===== src/rtl/sc_microsequencer.sv =====
// Microsequencer for a SPARC-like datapath: fetch/decode/execute FSM driving
// register-file write index, bus A/B source selects and ALU opcode.
module sc_microsequencer #(
    parameter int DATAWIDTH_DECODER_SELECTION = 6,
    parameter int DATAWIDTH_MUX_SELECTION     = 6,
    parameter int DATAWIDTH_ALU_SELECTION     = 4,
    parameter logic [5:0] REG_PC     = 6'd32,
    parameter logic [5:0] REG_FOUR   = 6'd33,
    parameter logic [5:0] REG_SIMM13 = 6'd34,
    parameter logic [5:0] REG_DISP   = 6'd35,
    parameter logic [3:0] ALU_ADD    = 4'b0000,
    parameter logic [3:0] ALU_PASSA  = 4'b1111
) (
    input  logic                                   SC_MICROSEQUENCER_CLOCK_50,
    input  logic                                   SC_MICROSEQUENCER_Reset_InLow,
    input  logic                                   SC_MICROSEQUENCER_SingleStep_In,
    input  logic                                   SC_MICROSEQUENCER_Step_InLow,
    input  logic                                   SC_MICROSEQUENCER_Overflow_InLow,
    input  logic                                   SC_MICROSEQUENCER_Carry_InLow,
    input  logic                                   SC_MICROSEQUENCER_Negative_InLow,
    input  logic                                   SC_MICROSEQUENCER_Zero_InLow,
    input  logic [1:0]                             SC_MICROSEQUENCER_RegIR_OP,
    input  logic [4:0]                             SC_MICROSEQUENCER_RegIR_RD,
    input  logic [5:0]                             SC_MICROSEQUENCER_RegIR_OP3,
    input  logic [4:0]                             SC_MICROSEQUENCER_RegIR_RS1,
    input  logic                                   SC_MICROSEQUENCER_RegIR_BIT13,
    input  logic [4:0]                             SC_MICROSEQUENCER_RegIR_RS2,
    output logic [DATAWIDTH_DECODER_SELECTION-1:0] SC_MICROSEQUENCER_DecoderSelectionWrite_Out,
    output logic [DATAWIDTH_MUX_SELECTION-1:0]     SC_MICROSEQUENCER_MUXSelectionBUSA_Out,
    output logic [DATAWIDTH_MUX_SELECTION-1:0]     SC_MICROSEQUENCER_MUXSelectionBUSB_Out,
    output logic [DATAWIDTH_ALU_SELECTION-1:0]     SC_MICROSEQUENCER_ALUSelection_Out,
    output logic                                   SC_MICROSEQUENCER_RegIRLoad_OutLow,
    output logic [2:0]                             SC_MICROSEQUENCER_State_Out,
    output logic                                   SC_MICROSEQUENCER_Illegal_Out
);

    typedef enum logic [2:0] {
        ST_WAIT     = 3'd0,
        ST_FETCH    = 3'd1,
        ST_DECODE   = 3'd2,
        ST_EXEC_ALU = 3'd3,
        ST_BRANCH   = 3'd4,
        ST_INCPC    = 3'd5,
        ST_PCLOAD   = 3'd6
    } state_t;

    typedef struct packed {
        logic v;
        logic c;
        logic n;
        logic z;
    } flags_t;

    state_t state, state_next;
    flags_t flags;
    logic   illegal;
    logic   taken;
    logic   rst_n;
    logic   run_mode;

    assign rst_n    = SC_MICROSEQUENCER_Reset_InLow;
    assign run_mode = !SC_MICROSEQUENCER_SingleStep_In;

    always_ff @(posedge SC_MICROSEQUENCER_CLOCK_50) begin
        // NOTE: state registers use non-blocking assignments so every flop
        // samples the pre-edge values regardless of statement order.
        if (!rst_n) begin
            state   <= ST_WAIT;
            flags   <= '0;
            illegal <= 1'b0;
        end else begin
            state <= state_next;
            if (state == ST_EXEC_ALU && SC_MICROSEQUENCER_RegIR_OP3[4])
                flags <= '{v: !SC_MICROSEQUENCER_Overflow_InLow,
                           c: !SC_MICROSEQUENCER_Carry_InLow,
                           n: !SC_MICROSEQUENCER_Negative_InLow,
                           z: !SC_MICROSEQUENCER_Zero_InLow};
            if (state == ST_DECODE && SC_MICROSEQUENCER_RegIR_OP != 2'b10
                                   && SC_MICROSEQUENCER_RegIR_OP != 2'b00)
                illegal <= 1'b1;
        end
    end

    // Branch condition field RD[3:0] evaluated against the registered flags.
    always_comb begin
        taken = 1'b0;
        case (SC_MICROSEQUENCER_RegIR_RD[3:0])
            4'b1000: taken = 1'b1;
            4'b0001: taken = flags.z;
            4'b1001: taken = !flags.z;
            4'b0101: taken = flags.c;
            4'b0110: taken = flags.n;
            4'b0111: taken = flags.v;
            default: taken = 1'b0;
        endcase
    end

    always_comb begin
        // NOTE: every output gets a default first so no path through the case
        // leaves a variable unassigned, which would infer a latch.
        state_next = ST_WAIT;
        SC_MICROSEQUENCER_DecoderSelectionWrite_Out = '0;
        SC_MICROSEQUENCER_MUXSelectionBUSA_Out      = '0;
        SC_MICROSEQUENCER_MUXSelectionBUSB_Out      = '0;
        SC_MICROSEQUENCER_ALUSelection_Out          = ALU_PASSA;
        SC_MICROSEQUENCER_RegIRLoad_OutLow          = 1'b1;
        case (state)
            ST_WAIT: begin
                state_next = (run_mode || !SC_MICROSEQUENCER_Step_InLow) ? ST_FETCH : ST_WAIT;
            end
            ST_FETCH: begin
                SC_MICROSEQUENCER_MUXSelectionBUSA_Out = DATAWIDTH_MUX_SELECTION'(REG_PC);
                SC_MICROSEQUENCER_RegIRLoad_OutLow     = 1'b0;
                state_next = ST_DECODE;
            end
            ST_DECODE: begin
                case (SC_MICROSEQUENCER_RegIR_OP)
                    2'b10:   state_next = ST_EXEC_ALU;
                    2'b00:   state_next = ST_BRANCH;
                    default: state_next = ST_INCPC;
                endcase
            end
            ST_EXEC_ALU: begin
                SC_MICROSEQUENCER_MUXSelectionBUSA_Out =
                    DATAWIDTH_MUX_SELECTION'(SC_MICROSEQUENCER_RegIR_RS1);
                SC_MICROSEQUENCER_MUXSelectionBUSB_Out = SC_MICROSEQUENCER_RegIR_BIT13
                    ? DATAWIDTH_MUX_SELECTION'(REG_SIMM13)
                    : DATAWIDTH_MUX_SELECTION'(SC_MICROSEQUENCER_RegIR_RS2);
                SC_MICROSEQUENCER_ALUSelection_Out =
                    DATAWIDTH_ALU_SELECTION'(SC_MICROSEQUENCER_RegIR_OP3[3:0]);
                SC_MICROSEQUENCER_DecoderSelectionWrite_Out =
                    DATAWIDTH_DECODER_SELECTION'(SC_MICROSEQUENCER_RegIR_RD);
                state_next = ST_INCPC;
            end
            ST_BRANCH: begin
                state_next = taken ? ST_PCLOAD : ST_INCPC;
            end
            ST_INCPC, ST_PCLOAD: begin
                SC_MICROSEQUENCER_MUXSelectionBUSA_Out = DATAWIDTH_MUX_SELECTION'(REG_PC);
                SC_MICROSEQUENCER_MUXSelectionBUSB_Out = (state == ST_PCLOAD)
                    ? DATAWIDTH_MUX_SELECTION'(REG_DISP)
                    : DATAWIDTH_MUX_SELECTION'(REG_FOUR);
                SC_MICROSEQUENCER_ALUSelection_Out          = ALU_ADD;
                SC_MICROSEQUENCER_DecoderSelectionWrite_Out =
                    DATAWIDTH_DECODER_SELECTION'(REG_PC);
                state_next = run_mode ? ST_FETCH : ST_WAIT;
            end
            default: state_next = ST_WAIT;
        endcase
        // A register write on the reset edge would corrupt PC; suppress it.
        if (!rst_n)
            SC_MICROSEQUENCER_DecoderSelectionWrite_Out = '0;
    end

    assign SC_MICROSEQUENCER_State_Out   = state;
    assign SC_MICROSEQUENCER_Illegal_Out = illegal;

endmodule


===== config.mk =====
export PLATFORM = sky130hd
export DESIGN_NAME = sc_microsequencer
export DESIGN_NICKNAME = d
export VERILOG_FILES = /design/src/rtl/sc_microsequencer.sv
export SDC_FILE = /design/constraint.sdc
export NUM_CORES = 1
export LEC_CHECK = 0
export BUFFER_PORTS_ARGS = -buffer_cell sky130_fd_sc_hd__buf_2
export CAP_MARGIN = 15
export CORE_MARGIN = 3
export CORE_UTILIZATION = 36
export CTS_CLUSTER_SIZE = 12
export DETAILED_ROUTE_END_ITERATION = 7
export PLACE_DENSITY = 0.83
export SLEW_MARGIN = 10
export SYNTH_ARGS = -nofsm -noshare
export SYNTH_HDL_FRONTEND = slang
export SYNTH_SLANG_ARGS = --single-unit

===== constraint.sdc =====
create_clock -name SC_MICROSEQUENCER_CLOCK_50 -period 1.45 [get_ports SC_MICROSEQUENCER_CLOCK_50]
set_clock_uncertainty 0.1 [all_clocks]
set_input_delay 0.0725 -clock SC_MICROSEQUENCER_CLOCK_50 [delete_from_list [all_inputs] [get_ports SC_MICROSEQUENCER_CLOCK_50]]
set_output_delay 0.0725 -clock SC_MICROSEQUENCER_CLOCK_50 [all_outputs]
set_load 0.03 [all_outputs]

# --- After elaboration in Yosys (flattened, before gate mapping) ---
# Index checks and enable logic that the tools add are counted.
totals:
  ff_bits: 8
  out_inout_bits: 27
  in_bits: 32
classes:
  mux: 14
  n_eq_ne: 14
  reduce_logical: 16
ops:
  columns: ["operator", "n"]
  rows:
  - ["$pmux W6 S2", 3]
  - ["$pmux W3 S6", 1]
  - ["$eq A4 B3 Y1 const B", 3]
  - ["$mux W6", 2]
  - ["$eq A3 B3 Y1 const B", 3]
  - ["$eq A4 B4 Y1 const B", 2]
  - ["$pmux W4 S2", 1]
  - ["$logic_not A1 Y1", 7]
  - ["$eq A3 B2 Y1 const B", 2]
  - ["$pmux W1 S6", 1]
  - ["$pmux W3 S2", 1]
  - ["$eq A4 B1 Y1 const B", 1]
  - ["$mux W2", 2]
  - ["$eq A3 B1 Y1 const B", 1]
  - ["$logic_and A1 B1 Y1", 3]
  - ["$logic_not A3 Y1", 1]
  - ["$mux W1", 3]
  - ["$reduce_or A3 Y1", 1]
  - ["$eq A2 B2 Y1 const B", 1]
  - ["$logic_not A2 Y1", 1]
  - ["$ne A2 B2 Y1 const B", 1]
  - ["$reduce_bool A2 Y1", 1]
  - ["$reduce_or A2 Y1", 1]
  - ["$logic_or A1 B1 Y1", 1]

# --- Depth between registers and ports, before layout ---
# Gate-level depths: netlist of run 1.
logic_depth:
  depth_word: 4
  ltp_mapped: 5
  mapped_depth_nobuf: 4

# --- Worst setup path after synthesis of run 1 ---
# Ideal clock, no wire load.
synth_path:
  path_type: "register to output"
  from: "reg state[1] (netlist: SC_MICROSEQUENCER_State_Out[1])"
  to: "out SC_MICROSEQUENCER_DecoderSelectionWrite_Out[2]"
  slack_ns: -0.345
  stages_incl_launch_ff: 4
  path_buffers: 1
  arrival_time_ns: 1.622
  cell_sequence: "dfxtp_1 buf_2 nand3b_2 nor3_1"
synth_via:
  elab_chain_cells: 4
synth_rtl:
  columns: ["element", "line_no", "source"]
  rows:
  - ["start, declared", "54", "state_t state, state_next;"]
  - ["start signal, assigned", "72", "state <= state_next;"]
  - ["$eq A3 B3 Y1", "107", "case (state)"]
  - ["$reduce_or A2 Y1", null, null]
  - ["$pmux W6 S2 (*)", "107", null]
  - ["$mux W6 (*)", "151", "if (!rst_n)"]
  - ["end, declared", "28", "output logic [DATAWIDTH_DECODER_SELECTION-1:0] SC_MICROSEQUENCER_DecoderSelectionWrite_Out,"]
# Mark *: on every way between the ends. The rest lies on a longest branch, timed or not.

# --- Worst setup path after layout of run 1 ---
layout_path:
  from: "reg state[2] (netlist: SC_MICROSEQUENCER_State_Out[2])"
  to: "out SC_MICROSEQUENCER_DecoderSelectionWrite_Out[3]"
# The elaborated chain is that of the path after synthesis.

==> metrics.txt, run 1 <==
# TYPE chip_impl_metric gauge
chip_impl_info{name="outcome",value="complete, but fails checks"} 1
chip_impl_info{name="failing_checks",value="setup timing"} 1
chip_impl_metric{name="route.vias.total",unit=""} 899
chip_impl_metric{name="bufs_on_longest_clock_path",unit=""} 2
chip_impl_metric{name="detail_route.wirelength",unit="mm"} 2.36
chip_impl_info{name="r2r_start",value="SC_MICROSEQUENCER_State_Out[0]"} 1
chip_impl_info{name="cts_root_buf",value="sky130_fd_sc_hd__clkbuf_4"} 1
chip_impl_info{name="worstReg2RegEnd",value="SC_MICROSEQUENCER_State_Out[0]"} 1
chip_impl_metric{name="num_clock_sinks",unit=""} 8
chip_impl_metric{name="drt_first_pass_iters",unit=""} 4
chip_impl_metric{name="final-instance-count-excl-fill",unit=""} 177
chip_impl_metric{name="synth-seq-cells",unit=""} 8
chip_impl_metric{name="post_route_cells_drive_above_1_share",unit="%"} 62.7
chip_impl_info{name="critPathCaptureType",value="output port"} 1
chip_impl_metric{name="cts_max_level",unit=""} 1
chip_impl_metric{name="yosysTopAreaCellShare",unit="%"} 24.8
chip_impl_metric{name="power_dissipated_by_switching_net_loads",unit="µW"} 465
chip_impl_metric{name="post_synth_xor_area_fraction",unit="%"} 1.36
chip_impl_metric{name="timing.max_slew.rel_slack",unit="%"} 70.5
chip_impl_metric{name="rrSetupSlack",unit="ns"} 0.02
chip_impl_metric{name="num-nets-final",unit=""} 187
chip_impl_metric{name="dp_cells",unit=""} 166
chip_impl_metric{name="max-vdd-ir-drop",unit="mV"} 0.518
chip_impl_info{name="critPathLaunchType",value="flip-flop"} 1
chip_impl_metric{name="gpl.final_weighted_congestion",unit=""} 0.703
chip_impl_metric{name="avgSynthCellArea",unit="µm²"} 7.60
chip_impl_metric{name="grt_first_pass_wirelength",unit="mm"} 3.50
chip_impl_metric{name="fin_util",unit="%"} 80.9
chip_impl_info{name="startpoint",value="SC_MICROSEQUENCER_State_Out[2]"} 1
chip_impl_info{name="largest_family_of_logic_cells_by_synthesized_area",value="simple AND/OR/NAND/NOR gates"} 1
chip_impl_metric{name="wire_per_inst",unit="µm"} 13.4
chip_impl_metric{name="synth.cell_area",unit="µm²"} 646
chip_impl_metric{name="arrival",unit="ns"} 1.32
chip_impl_metric{name="die_area",unit="µm²"} 2340
chip_impl_metric{name="first_global_vias",unit=""} 852
chip_impl_metric{name="yosys-mux-area-fraction",unit="%"} 3.10
chip_impl_metric{name="groute.usage.overall",unit="%"} 18.2
chip_impl_metric{name="hold_slack",unit="ns"} 0.0329
chip_impl_info{name="rsz0062_at_grt",value="yes"} 1
chip_impl_metric{name="detailed_place.area",unit="µm²"} 991
chip_impl_metric{name="synthSimpleGateAreaFrac",unit="%"} 37.4
chip_impl_metric{name="drt_iter0_markers",unit=""} 11
chip_impl_metric{name="floorplan.die.height",unit="µm"} 48.4
chip_impl_metric{name="fillers",unit=""} 109
chip_impl_metric{name="slew_violations",unit=""} 0
chip_impl_metric{name="fin_ws",unit="ns"} -0.0444
chip_impl_metric{name="finalHoldViolCount",unit=""} 0
chip_impl_info{name="most-common-layout-cells",value="sky130_fd_sc_hd__buf_2 (37), sky130_fd_sc_hd__buf_6 (23), sky130_fd_sc_hd__nor2_1 (7)"} 1
chip_impl_metric{name="switching_share",unit="%"} 41.9
chip_impl_metric{name="synth_compound_area_share",unit="%"} 26.7
chip_impl_metric{name="timing.final.crit_period",unit="ns"} 1.49
chip_impl_metric{name="timing.critical_path.required",unit="ns"} 1.28
chip_impl_metric{name="initial_core_util",unit="%"} 40.5
chip_impl_metric{name="io_buffers",unit=""} 57
chip_impl_metric{name="drt_drc_violations_left",unit=""} 0
chip_impl_metric{name="p_seq_share",unit="%"} 25.9
chip_impl_metric{name="insertedDiodeCount",unit=""} 0
chip_impl_info{name="timing.setup.critical_path_class",value="reg2out"} 1
chip_impl_metric{name="grt_start_max_net_pins",unit=""} 13
chip_impl_metric{name="worst_slew_pin_slew",unit="ns"} 0.442
chip_impl_metric{name="power_frac_clock",unit="%"} 15.4
chip_impl_metric{name="dieWidth",unit="µm"} 48.4
chip_impl_metric{name="power_density",unit="nW/µm²"} 859
chip_impl_info{name="synthDominantAreaCellType",value="sky130_fd_sc_hd__dfxtp_1"} 1
chip_impl_metric{name="io_pins",unit=""} 59
chip_impl_metric{name="vias_per_cell",unit=""} 5.08
chip_impl_metric{name="r2r.worst_path.cells",unit=""} 4
chip_impl_metric{name="core",unit="µm²"} 1590
chip_impl_metric{name="share_comb_of_total_power",unit="%"} 58.8
chip_impl_metric{name="initial_antenna_violation_count",unit=""} 0
chip_impl_metric{name="detailed_place_hpwl",unit="mm"} 1.61
chip_impl_metric{name="synth_seq_area_share",unit="%"} 24.8
chip_impl_metric{name="design_area",unit="µm²"} 1290
chip_impl_info{name="path_class_of_the_lowest_slack_min_delay_path",value="in2reg"} 1
chip_impl_metric{name="synth-warning-count",unit=""} 0
chip_impl_info{name="commonest_non_fill_non_tap_cell_in_the_layout",value="sky130_fd_sc_hd__buf_2"} 1
chip_impl_metric{name="achievable-frequency",unit="MHz"} 669
chip_impl_info{name="yosys-top-cells-area",value="sky130_fd_sc_hd__dfxtp_1 (25%), sky130_fd_sc_hd__and2_1 (9.7%), sky130_fd_sc_hd__a211oi_2 (7.8%), sky130_fd_sc_hd__nor2_1 (5.2%), sky130_fd_sc_hd__and3_1 (4.8%)"} 1
chip_impl_metric{name="yosys.area_share.adder",unit="%"} 0
chip_impl_metric{name="report.final.setup_viol",unit=""} 10
chip_impl_metric{name="worst_path_clk_slew",unit="ns"} 0.05
chip_impl_metric{name="area_growth_syn_to_layout",unit="%"} 99.8
chip_impl_info{name="min_from",value="SC_MICROSEQUENCER_Reset_InLow"} 1
chip_impl_metric{name="power_leakage",unit="µW"} 0.000648
chip_impl_metric{name="cts_made_buffers",unit=""} 3
chip_impl_metric{name="synth.net_count",unit=""} 117
chip_impl_metric{name="final_min_period_over_clock_period",unit="%"} 103
chip_impl_info{name="worstSetupEndpoint",value="SC_MICROSEQUENCER_DecoderSelectionWrite_Out[3]"} 1
chip_impl_metric{name="cap_violations",unit=""} 0
chip_impl_metric{name="floorplan.rows",unit=""} 14
chip_impl_metric{name="clk-insertion-delay-late",unit="ns"} 0.25
chip_impl_metric{name="grt_overflow",unit=""} 0
chip_impl_info{name="cts_tree",value="yes"} 1
chip_impl_metric{name="worst-path-max-fanout",unit=""} 10
chip_impl_metric{name="ant_nets",unit=""} 0
chip_impl_metric{name="instance_count_of_the_mapped_netlist",unit=""} 85
chip_impl_metric{name="yosysUniqueCellTypes",unit=""} 31
chip_impl_metric{name="total_internal_power",unit="µW"} 644
-- cells by family after synthesis --
| kind of cell | Yosys count |
|---|---|
| AO/OA/AOI/OAI | 22 |
| XOR/XNOR | 1 |
| multiplexers | 2 |
| AND/OR/NAND/NOR | 43 |
| buffers and inverters | 9 |
| flip-flops | 8 |
-- what timing repair did --
action | CTS | global route
setup endpoints to repair | 22 | 26
pin swaps | 1 | 5
gates resized for setup | 34 | 33
buffers inserted | 3 | 1
hold buffers | 4 | 0
hold endpoints to repair | 4 | 0
-- registers in the layout (all words and copies together) (netlist names) --
name,cells
SC_MICROSEQUENCER_State_Out,3
flags,4
SC_MICROSEQUENCER_Illegal_Out,1
-- area by class of cell --
class | count | area (µm²) | area share [%]
clock buffer | 3 | 22.5 | 1.75
inverter | 4 | 20.0 | 1.55
multi-input combinational | 68 | 517 | 40.1
sequential | 8 | 171 | 13.3
tap | 24 | 30.0 | 2.33
timing repair buffer | 70 | 529 | 41.0
-- cell usage after synthesis --
cell	instances
sky130_fd_sc_hd__and2_1	10
sky130_fd_sc_hd__nor2_1	9
sky130_fd_sc_hd__dfxtp_1	8
sky130_fd_sc_hd__and3_1	5
sky130_fd_sc_hd__nand2_1	5
sky130_fd_sc_hd__a211oi_2	4
sky130_fd_sc_hd__a21oi_1	4
sky130_fd_sc_hd__nor3_1	4
sky130_fd_sc_hd__o21a_1	4
sky130_fd_sc_hd__inv_1	3
sky130_fd_sc_hd__o21ai_0	3
sky130_fd_sc_hd__or3_1	3
sky130_fd_sc_hd__buf_4	2
sky130_fd_sc_hd__clkbuf_1	2
sky130_fd_sc_hd__mux2i_1	2
sky130_fd_sc_hd__nand3_1	2
sky130_fd_sc_hd__a21o_1	1
sky130_fd_sc_hd__a22o_1	1
sky130_fd_sc_hd__a41oi_1	1
sky130_fd_sc_hd__and3b_1	1
sky130_fd_sc_hd__buf_2	1
sky130_fd_sc_hd__inv_2	1
sky130_fd_sc_hd__nand3b_2	1
sky130_fd_sc_hd__nor2b_1	1
sky130_fd_sc_hd__nor3b_1	1
sky130_fd_sc_hd__nor3b_2	1
sky130_fd_sc_hd__o2111ai_1	1
sky130_fd_sc_hd__o22a_1	1
sky130_fd_sc_hd__o22ai_1	1
sky130_fd_sc_hd__o32ai_1	1
sky130_fd_sc_hd__xor2_1	1
-- layer usage --
| metal | track usage, % | up-vias | routed length, µm |
|---|---|---|---|
| li1 | - | 440 | - |
| met1 | 19.0 | 410 | 925 |
| met2 | 34.4 | 43 | 1260 |
| met3 | 4.91 | 6 | 139 |
| met4 | 6.64 | 0 | 40 |
| met5 | 0 | - | 0 |
-- power by group through the flow --
stage                     Clock [µW]  Combinational [µW]  Sequential (µW)
final                            170                 651              287
after global routing             188                 693              291
after CTS                        171                 550              283
after detailed placement           0                 476              280
after global placement             0                 467              278
after floorplan                    0                 303              303
-- stage by stage --
step                setup slack (ns)  total power [µW]  setup TNS, ns
floorplan                     0.0244               606              0
global placement               0.108               744              0
detailed placement            0.0439               756              0
CTS                          -0.0225              1000        -0.0928
global route                 -0.0888              1170         -0.987
finish                       -0.0444              1110         -0.234
-- how the worst min path moves through the flow --
| stage | to | slack [ns] | cells past startpoint |
|---|---|---|---|
| final | SC_MICROSEQUENCER_State_Out[0] | 0.03 | 2 |
| after global routing | SC_MICROSEQUENCER_State_Out[0] | 0.06 | 2 |
| after CTS | SC_MICROSEQUENCER_State_Out[0] | 0.03 | 2 |
| after detailed placement | flags[1] | 0.17 | 2 |
| after global placement | flags[3] | 0.16 | 2 |
| after floorplan | flags[0] | 0.06 | 1 |
-- worst max-delay path: stages, from the launching register on --
cell and delay [ns]:
sky130_fd_sc_hd__dfxtp_4 0.38, sky130_fd_sc_hd__and3b_2 0.23, sky130_fd_sc_hd__buf_6 0.14, sky130_fd_sc_hd__and3_1 0.19, sky130_fd_sc_hd__buf_6 0.14
Note: power is estimated with default switching activity, not from simulation.
==> inputs of run 2 (changes only) <==
--- a/config.mk
+++ b/config.mk
@@ -11,6 +11,7 @@
 export CORE_UTILIZATION = 36
 export CTS_CLUSTER_SIZE = 12
 export DETAILED_ROUTE_END_ITERATION = 7
+export HOLD_SLACK_MARGIN = 0.1
 export PLACE_DENSITY = 0.83
 export SLEW_MARGIN = 10
 export SYNTH_ARGS = -nofsm -noshare
==> run 2 against run 1 <==
Compared with the run above:
- the run still ends with setup timing left
- non-clock buffer count rose by 4
- final area is 2.5% higher
- sequential share of layout area shrank 0.33 points
- core utilization up 2.0 points
- critical path type unchanged
- highest routed layer unchanged
==> metrics.txt, run 2 (synthesis gave the netlist of run 1 again) <==
# TYPE chip_impl_metric gauge
chip_impl_metric{name="max-vdd-ir-drop",unit="mV"} 0.542
chip_impl_metric{name="floorplan.rows",unit=""} 14
chip_impl_metric{name="cts_made_buffers",unit=""} 3
chip_impl_info{name="commonest_non_fill_non_tap_cell_in_the_layout",value="sky130_fd_sc_hd__buf_2"} 1
chip_impl_metric{name="r2r.worst_path.cells",unit=""} 5
chip_impl_metric{name="final-instance-count-excl-fill",unit=""} 181
chip_impl_info{name="outcome",value="complete, but fails checks"} 1
chip_impl_info{name="critPathCaptureType",value="output port"} 1
chip_impl_metric{name="insertedDiodeCount",unit=""} 0
chip_impl_info{name="startpoint",value="SC_MICROSEQUENCER_State_Out[0]"} 1
chip_impl_metric{name="worst_path_clk_slew",unit="ns"} 0.05
chip_impl_info{name="failing_checks",value="setup timing"} 1
chip_impl_metric{name="fin_ws",unit="ns"} -0.0417
chip_impl_metric{name="slew_violations",unit=""} 0
chip_impl_metric{name="power_leakage",unit="µW"} 0.000665
chip_impl_metric{name="floorplan.die.height",unit="µm"} 48.4
chip_impl_metric{name="arrival",unit="ns"} 1.32
chip_impl_metric{name="drt_drc_violations_left",unit=""} 0
chip_impl_metric{name="design_area",unit="µm²"} 1320
chip_impl_metric{name="dp_cells",unit=""} 166
chip_impl_metric{name="drt_iter0_markers",unit=""} 10
chip_impl_metric{name="grt_first_pass_wirelength",unit="mm"} 3.65
chip_impl_metric{name="io_buffers",unit=""} 57
chip_impl_info{name="cts_tree",value="yes"} 1
chip_impl_metric{name="vias_per_cell",unit=""} 5.08
chip_impl_metric{name="core",unit="µm²"} 1590
chip_impl_metric{name="timing.max_slew.rel_slack",unit="%"} 71.7
chip_impl_metric{name="num_clock_sinks",unit=""} 8
chip_impl_metric{name="worst-path-max-fanout",unit=""} 10
chip_impl_metric{name="post_route_cells_drive_above_1_share",unit="%"} 61.8
chip_impl_metric{name="timing.critical_path.required",unit="ns"} 1.28
chip_impl_info{name="most-common-layout-cells",value="sky130_fd_sc_hd__buf_2 (38), sky130_fd_sc_hd__buf_6 (23), sky130_fd_sc_hd__nor2_1 (7), sky130_fd_sc_hd__dlygate4sd3_1 (7)"} 1
chip_impl_metric{name="ant_nets",unit=""} 0
chip_impl_metric{name="power_density",unit="nW/µm²"} 851
chip_impl_metric{name="grt_overflow",unit=""} 0
chip_impl_metric{name="achievable-frequency",unit="MHz"} 670
chip_impl_info{name="path_class_of_the_lowest_slack_min_delay_path",value="in2reg"} 1
chip_impl_metric{name="worst_slew_pin_slew",unit="ns"} 0.424
chip_impl_info{name="worstSetupEndpoint",value="SC_MICROSEQUENCER_DecoderSelectionWrite_Out[3]"} 1
chip_impl_metric{name="clk-insertion-delay-late",unit="ns"} 0.25
chip_impl_metric{name="timing.final.crit_period",unit="ns"} 1.49
chip_impl_metric{name="power",unit="µW"} 1130
chip_impl_metric{name="final_min_period_over_clock_period",unit="%"} 103
chip_impl_metric{name="dp_worst_setup_slack",unit="ns"} 0.0439
chip_impl_metric{name="area_growth_syn_to_layout",unit="%"} 105
chip_impl_metric{name="largest_reg_flops",unit=""} 4
chip_impl_metric{name="bufs_on_longest_clock_path",unit=""} 2
chip_impl_metric{name="dieWidth",unit="µm"} 48.4
chip_impl_info{name="register_with_the_most_flip_flops",value="flags"} 1
chip_impl_metric{name="finalHoldViolCount",unit=""} 0
chip_impl_metric{name="timing.setup.tns",unit="ns"} -0.239
chip_impl_metric{name="num-nets-final",unit=""} 191
chip_impl_info{name="cts_root_buf",value="sky130_fd_sc_hd__clkbuf_4"} 1
chip_impl_metric{name="die_area",unit="µm²"} 2340
chip_impl_metric{name="initial_antenna_violation_count",unit=""} 0
chip_impl_info{name="timing.setup.critical_path_class",value="reg2out"} 1
chip_impl_metric{name="report.final.setup_viol",unit=""} 11
chip_impl_info{name="rsz0062_at_grt",value="yes"} 1
chip_impl_metric{name="groute.usage.overall",unit="%"} 19.0
chip_impl_metric{name="grt_start_max_net_pins",unit=""} 13
chip_impl_metric{name="initial_core_util",unit="%"} 40.5
chip_impl_metric{name="first_global_vias",unit=""} 872
chip_impl_metric{name="rrSetupSlack",unit="ns"} 0.07
chip_impl_metric{name="gpl.final_weighted_congestion",unit=""} 0.703
chip_impl_metric{name="route.vias.total",unit=""} 919
chip_impl_metric{name="wire_per_inst",unit="µm"} 13.8
chip_impl_metric{name="fillers",unit=""} 107
chip_impl_metric{name="detailed_place.area",unit="µm²"} 991
chip_impl_info{name="r2r_start",value="SC_MICROSEQUENCER_State_Out[0]"} 1
chip_impl_info{name="worstReg2RegEnd",value="SC_MICROSEQUENCER_State_Out[1]"} 1
chip_impl_metric{name="io_pins",unit=""} 59
chip_impl_metric{name="cts_max_level",unit=""} 1
chip_impl_info{name="critPathLaunchType",value="flip-flop"} 1
chip_impl_metric{name="detail_route.wirelength",unit="mm"} 2.51
chip_impl_metric{name="detailed_place_hpwl",unit="mm"} 1.61
chip_impl_metric{name="cap_violations",unit=""} 0
chip_impl_metric{name="drt_first_pass_iters",unit=""} 4
[run 2: cell count changes in the layout (fill, tap and decap cells not counted)]
cell and delta:
sky130_fd_sc_hd__clkbuf_4 -1, sky130_fd_sc_hd__buf_4 +1, sky130_fd_sc_hd__inv_2 +1, sky130_fd_sc_hd__inv_4 -1, sky130_fd_sc_hd__dlygate4sd3_1 +3, sky130_fd_sc_hd__buf_2 +1
[run 2: worst min-delay path by stage]
stage | startpoint | end | cells past startpoint
after floorplan | SC_MICROSEQUENCER_Zero_InLow | flags[0] | 1
after global placement | SC_MICROSEQUENCER_Overflow_InLow | flags[3] | 2
after detailed placement | SC_MICROSEQUENCER_Negative_InLow | flags[1] | 2
after CTS | SC_MICROSEQUENCER_RegIR_RD[1] | SC_MICROSEQUENCER_State_Out[1] | 4
after global routing | SC_MICROSEQUENCER_RegIR_RD[1] | SC_MICROSEQUENCER_State_Out[1] | 4
final | SC_MICROSEQUENCER_RegIR_OP3[4] | flags[1] | 3
[run 2: layer usage]
metal	vias to the layer above	track usage, %	wire (µm)
met5	-	0	0
met4	0	5.21	69
met3	8	5.21	141
met2	44	37.4	1340
met1	416	19.5	951
li1	451	-	-
[run 2: repair_timing]
action	CTS	global route
setup buffers	3	2
hold buffers	7	0
hold endpoints to repair	7	0
resized for setup	34	31
pin swaps	1	5
endpoints found under the setup margin	22	26
[run 2: through the flow]
step	util [%]	hold WS (ns)
after floorplan	-	0.0649
after global placement	62.2	0.160
after detailed placement	62.2	0.167
after CTS	76.3	0.137
after global routing	83.0	0.166
final	83.0	0.158
[run 2: power by group]
part / total (µW) / internal, µW / switching [µW] / leakage, µW
combinational: 671 / 311 / 359 / 0.000584
clock: 167 / 94.5 / 72.5 / 0.0000138
sequential: 287 / 249 / 38.5 / 0.0000671
[run 2: worst max-delay path: stages (launching register included)]
cell                      delay, ns
sky130_fd_sc_hd__dfxtp_4       0.37
sky130_fd_sc_hd__and3b_2       0.24
sky130_fd_sc_hd__buf_6         0.14
sky130_fd_sc_hd__and3_1        0.19
sky130_fd_sc_hd__buf_6         0.14
[run 2: layout make-up]
type | count | area (µm²) | area share [%]
repair buffers | 74 | 564 | 42.7
multi-input cells | 68 | 517 | 39.1
flip-flops and latches | 8 | 171 | 13.0
well taps | 24 | 30.0 | 2.27
clock buffers | 3 | 22.5 | 1.70
inverters | 4 | 17.5 | 1.32
==> inputs of run 3 (changes only) <==
==> constraint.sdc (replaced) <==
create_clock -name SC_MICROSEQUENCER_CLOCK_50 -period 1.45 [get_ports SC_MICROSEQUENCER_CLOCK_50]
set_clock_uncertainty 0.1 [all_clocks]
set_input_delay 0.145 -clock SC_MICROSEQUENCER_CLOCK_50 [delete_from_list [all_inputs] [get_ports SC_MICROSEQUENCER_CLOCK_50]]
set_output_delay 0.145 -clock SC_MICROSEQUENCER_CLOCK_50 [all_outputs]
set_load 0.03 [all_outputs]
==> run 3 against run 2 <==
Compared with the run above:
- the run still ends with setup timing left
- routed wire length up 16%
- first-iteration DRC count grew 10%
- die area stayed put
- sequential cell count unchanged
- core utilization up 7.8 points
- combinational power up 8.8%
- total power increased by 5.3%
- final cell count rose by 2.2%
- clock-buffer cell count is the same
- maximum frequency is 5.0% lower
- critical path type unchanged
==> metrics.txt, run 3 (synthesis gave the netlist of run 1 again) <==
# TYPE chip_impl_metric gauge
chip_impl_info{name="cts_root_buf",value="sky130_fd_sc_hd__clkbuf_4"} 1
chip_impl_info{name="rsz0062_at_grt",value="yes"} 1
chip_impl_metric{name="rrSetupSlack",unit="ns"} 0
chip_impl_metric{name="gpl.final_weighted_congestion",unit=""} 0.734
chip_impl_metric{name="ant_nets",unit=""} 0
chip_impl_metric{name="design_area",unit="µm²"} 1450
chip_impl_metric{name="dieWidth",unit="µm"} 48.4
chip_impl_metric{name="num_clock_sinks",unit=""} 8
chip_impl_info{name="register_with_the_most_flip_flops",value="flags"} 1
chip_impl_metric{name="initial_antenna_violation_count",unit=""} 0
chip_impl_metric{name="timing.max_slew.rel_slack",unit="%"} 69.3
chip_impl_info{name="worstReg2RegEnd",value="flags[0]"} 1
chip_impl_metric{name="clk-insertion-delay-late",unit="ns"} 0.25
chip_impl_metric{name="final_min_period_over_clock_period",unit="%"} 108
chip_impl_metric{name="drt_drc_violations_left",unit=""} 0
chip_impl_metric{name="io_buffers",unit=""} 57
chip_impl_info{name="most-common-layout-cells",value="sky130_fd_sc_hd__buf_2 (34), sky130_fd_sc_hd__buf_6 (30), sky130_fd_sc_hd__and2_4 (8), sky130_fd_sc_hd__buf_4 (8)"} 1
chip_impl_metric{name="power",unit="µW"} 1190
chip_impl_metric{name="detail_route.wirelength",unit="mm"} 2.90
chip_impl_metric{name="core",unit="µm²"} 1590
chip_impl_metric{name="drt_first_pass_iters",unit=""} 4
chip_impl_info{name="critPathCaptureType",value="output port"} 1
chip_impl_metric{name="holdPathStages",unit=""} 3
chip_impl_metric{name="first_global_vias",unit=""} 917
chip_impl_metric{name="largest_reg_flops",unit=""} 4
chip_impl_info{name="path_class_of_the_lowest_slack_min_delay_path",value="in2reg"} 1
chip_impl_info{name="critPathLaunchType",value="flip-flop"} 1
chip_impl_metric{name="worst-path-max-fanout",unit=""} 5
chip_impl_metric{name="cts_max_level",unit=""} 1
chip_impl_metric{name="initial_core_util",unit="%"} 40.5
chip_impl_metric{name="grt_overflow",unit=""} 0
chip_impl_metric{name="route.vias.total",unit=""} 942
chip_impl_metric{name="r2r.worst_path.cells",unit=""} 5
chip_impl_metric{name="max-vdd-ir-drop",unit="mV"} 0.750
chip_impl_metric{name="timing.final.crit_period",unit="ns"} 1.57
chip_impl_metric{name="post_route_cells_drive_above_1_share",unit="%"} 73.9
chip_impl_metric{name="num-nets-final",unit=""} 195
chip_impl_metric{name="power_leakage",unit="µW"} 0.000713
chip_impl_metric{name="grt_first_pass_wirelength",unit="mm"} 3.95
chip_impl_metric{name="drt_iter0_markers",unit=""} 11
chip_impl_metric{name="dp_worst_setup_slack",unit="ns"} 0.0518
chip_impl_metric{name="fillers",unit=""} 66
chip_impl_metric{name="dp_cells",unit=""} 166
chip_impl_metric{name="floorplan.rows",unit=""} 14
chip_impl_metric{name="finalHoldViolCount",unit=""} 0
chip_impl_metric{name="report.final.setup_viol",unit=""} 19
chip_impl_metric{name="detailed_place.area",unit="µm²"} 1000
chip_impl_info{name="r2r_start",value="SC_MICROSEQUENCER_State_Out[1]"} 1
chip_impl_metric{name="timing.setup.tns",unit="ns"} -1.36
chip_impl_info{name="timing.setup.critical_path_class",value="reg2out"} 1
chip_impl_metric{name="fin_ws",unit="ns"} -0.119
chip_impl_metric{name="detailed_place_hpwl",unit="mm"} 1.63
chip_impl_info{name="outcome",value="complete, but fails checks"} 1
chip_impl_metric{name="achievable-frequency",unit="MHz"} 637
chip_impl_metric{name="arrival",unit="ns"} 1.32
chip_impl_metric{name="worst_path_clk_slew",unit="ns"} 0.06
chip_impl_metric{name="insertedDiodeCount",unit=""} 0
chip_impl_metric{name="vias_per_cell",unit=""} 5.09
chip_impl_info{name="worst_case_hold_path_end_point",value="SC_MICROSEQUENCER_State_Out[1]"} 1
chip_impl_metric{name="grt_start_max_net_pins",unit=""} 13
chip_impl_info{name="failing_checks",value="setup timing"} 1
chip_impl_metric{name="wire_per_inst",unit="µm"} 15.7
chip_impl_metric{name="final-instance-count-excl-fill",unit=""} 185
chip_impl_metric{name="groute.usage.overall",unit="%"} 20.8
chip_impl_metric{name="area_growth_syn_to_layout",unit="%"} 124
chip_impl_metric{name="power_density",unit="nW/µm²"} 819
chip_impl_info{name="min_from",value="SC_MICROSEQUENCER_Reset_InLow"} 1
chip_impl_metric{name="slew_violations",unit=""} 0
chip_impl_metric{name="worst_slew_pin_slew",unit="ns"} 0.460
chip_impl_metric{name="die_area",unit="µm²"} 2340
chip_impl_info{name="cts_tree",value="yes"} 1
chip_impl_metric{name="floorplan.die.height",unit="µm"} 48.4
chip_impl_info{name="commonest_non_fill_non_tap_cell_in_the_layout",value="sky130_fd_sc_hd__buf_2"} 1
chip_impl_metric{name="cts_made_buffers",unit=""} 3
chip_impl_metric{name="io_pins",unit=""} 59
chip_impl_metric{name="bufs_on_longest_clock_path",unit=""} 2
chip_impl_metric{name="cap_violations",unit=""} 0
chip_impl_metric{name="timing.critical_path.required",unit="ns"} 1.21
[run 3: power by group]
group          total (µW)  internal (µW)  switching, µW
registers             288            249           38.6
logic                 730            336            395
clock network         167           94.5           72.8
total                1190            679            506
[run 3: routing by layer]
metal  GRT usage [%]  up-vias  part of all wire, %
met3            3.37        8                  5.7
li1                -      458                    -
met4            6.64        0                  1.9
met2            39.4       41                   53
met5               0        -                    0
met1            23.6      435                   40
[run 3: how the worst max path moves through the flow]
stage	from	to	slack, ns	cells after the start
6_report	SC_MICROSEQUENCER_State_Out[0]	SC_MICROSEQUENCER_RegIRLoad_OutLow	-0.12	4
5_1_grt	SC_MICROSEQUENCER_State_Out[0]	SC_MICROSEQUENCER_MUXSelectionBUSB_Out[1]	-0.19	5
4_1_cts	SC_MICROSEQUENCER_State_Out[0]	SC_MICROSEQUENCER_DecoderSelectionWrite_Out[0]	-0.09	4
3_5_place_dp	SC_MICROSEQUENCER_State_Out[2]	flags[0]	0.05	4
3_3_place_gp	SC_MICROSEQUENCER_State_Out[2]	flags[1]	0.1	4
2_1_floorplan	SC_MICROSEQUENCER_State_Out[1]	SC_MICROSEQUENCER_DecoderSelectionWrite_Out[0]	0.01	3
[run 3: metrics by stage]
stage	hold slack (ns)	util, %
after CTS	0.114	80.6
after global placement	0.233	63.0
after global routing	0.164	90.7
final	0.131	90.7
after detailed placement	0.239	63.0
after floorplan	0.137	-
[run 3: what timing repair did]
item                                    4_1_cts  5_1_grt
cloned                                        0        1
gates resized for setup                      56       36
pin swaps                                     3       15
endpoints found under the hold margin         5        0
hold buffers                                  5        0
endpoints found under the setup margin       22       28
setup buffers                                 5        5
[run 3: final cells by class]
cell class                      instances  area [µm²]  area share [%]
Sequential cell                         8         171            11.9
Clock buffer                            3        22.5            1.56
Tap cell                               24        30.0            2.08
Timing Repair Buffer                   78         622            43.0
Multi-Input combinational cell         68         581            40.1
Inverter                                4        20.0            1.38
[run 3: critical path: stages, from the launching register on]
cell and delay [ns]:
sky130_fd_sc_hd__dfxtp_4 0.39, sky130_fd_sc_hd__buf_6 0.14, sky130_fd_sc_hd__inv_4 0.05, sky130_fd_sc_hd__or3_1 0.33
sky130_fd_sc_hd__buf_6 0.16
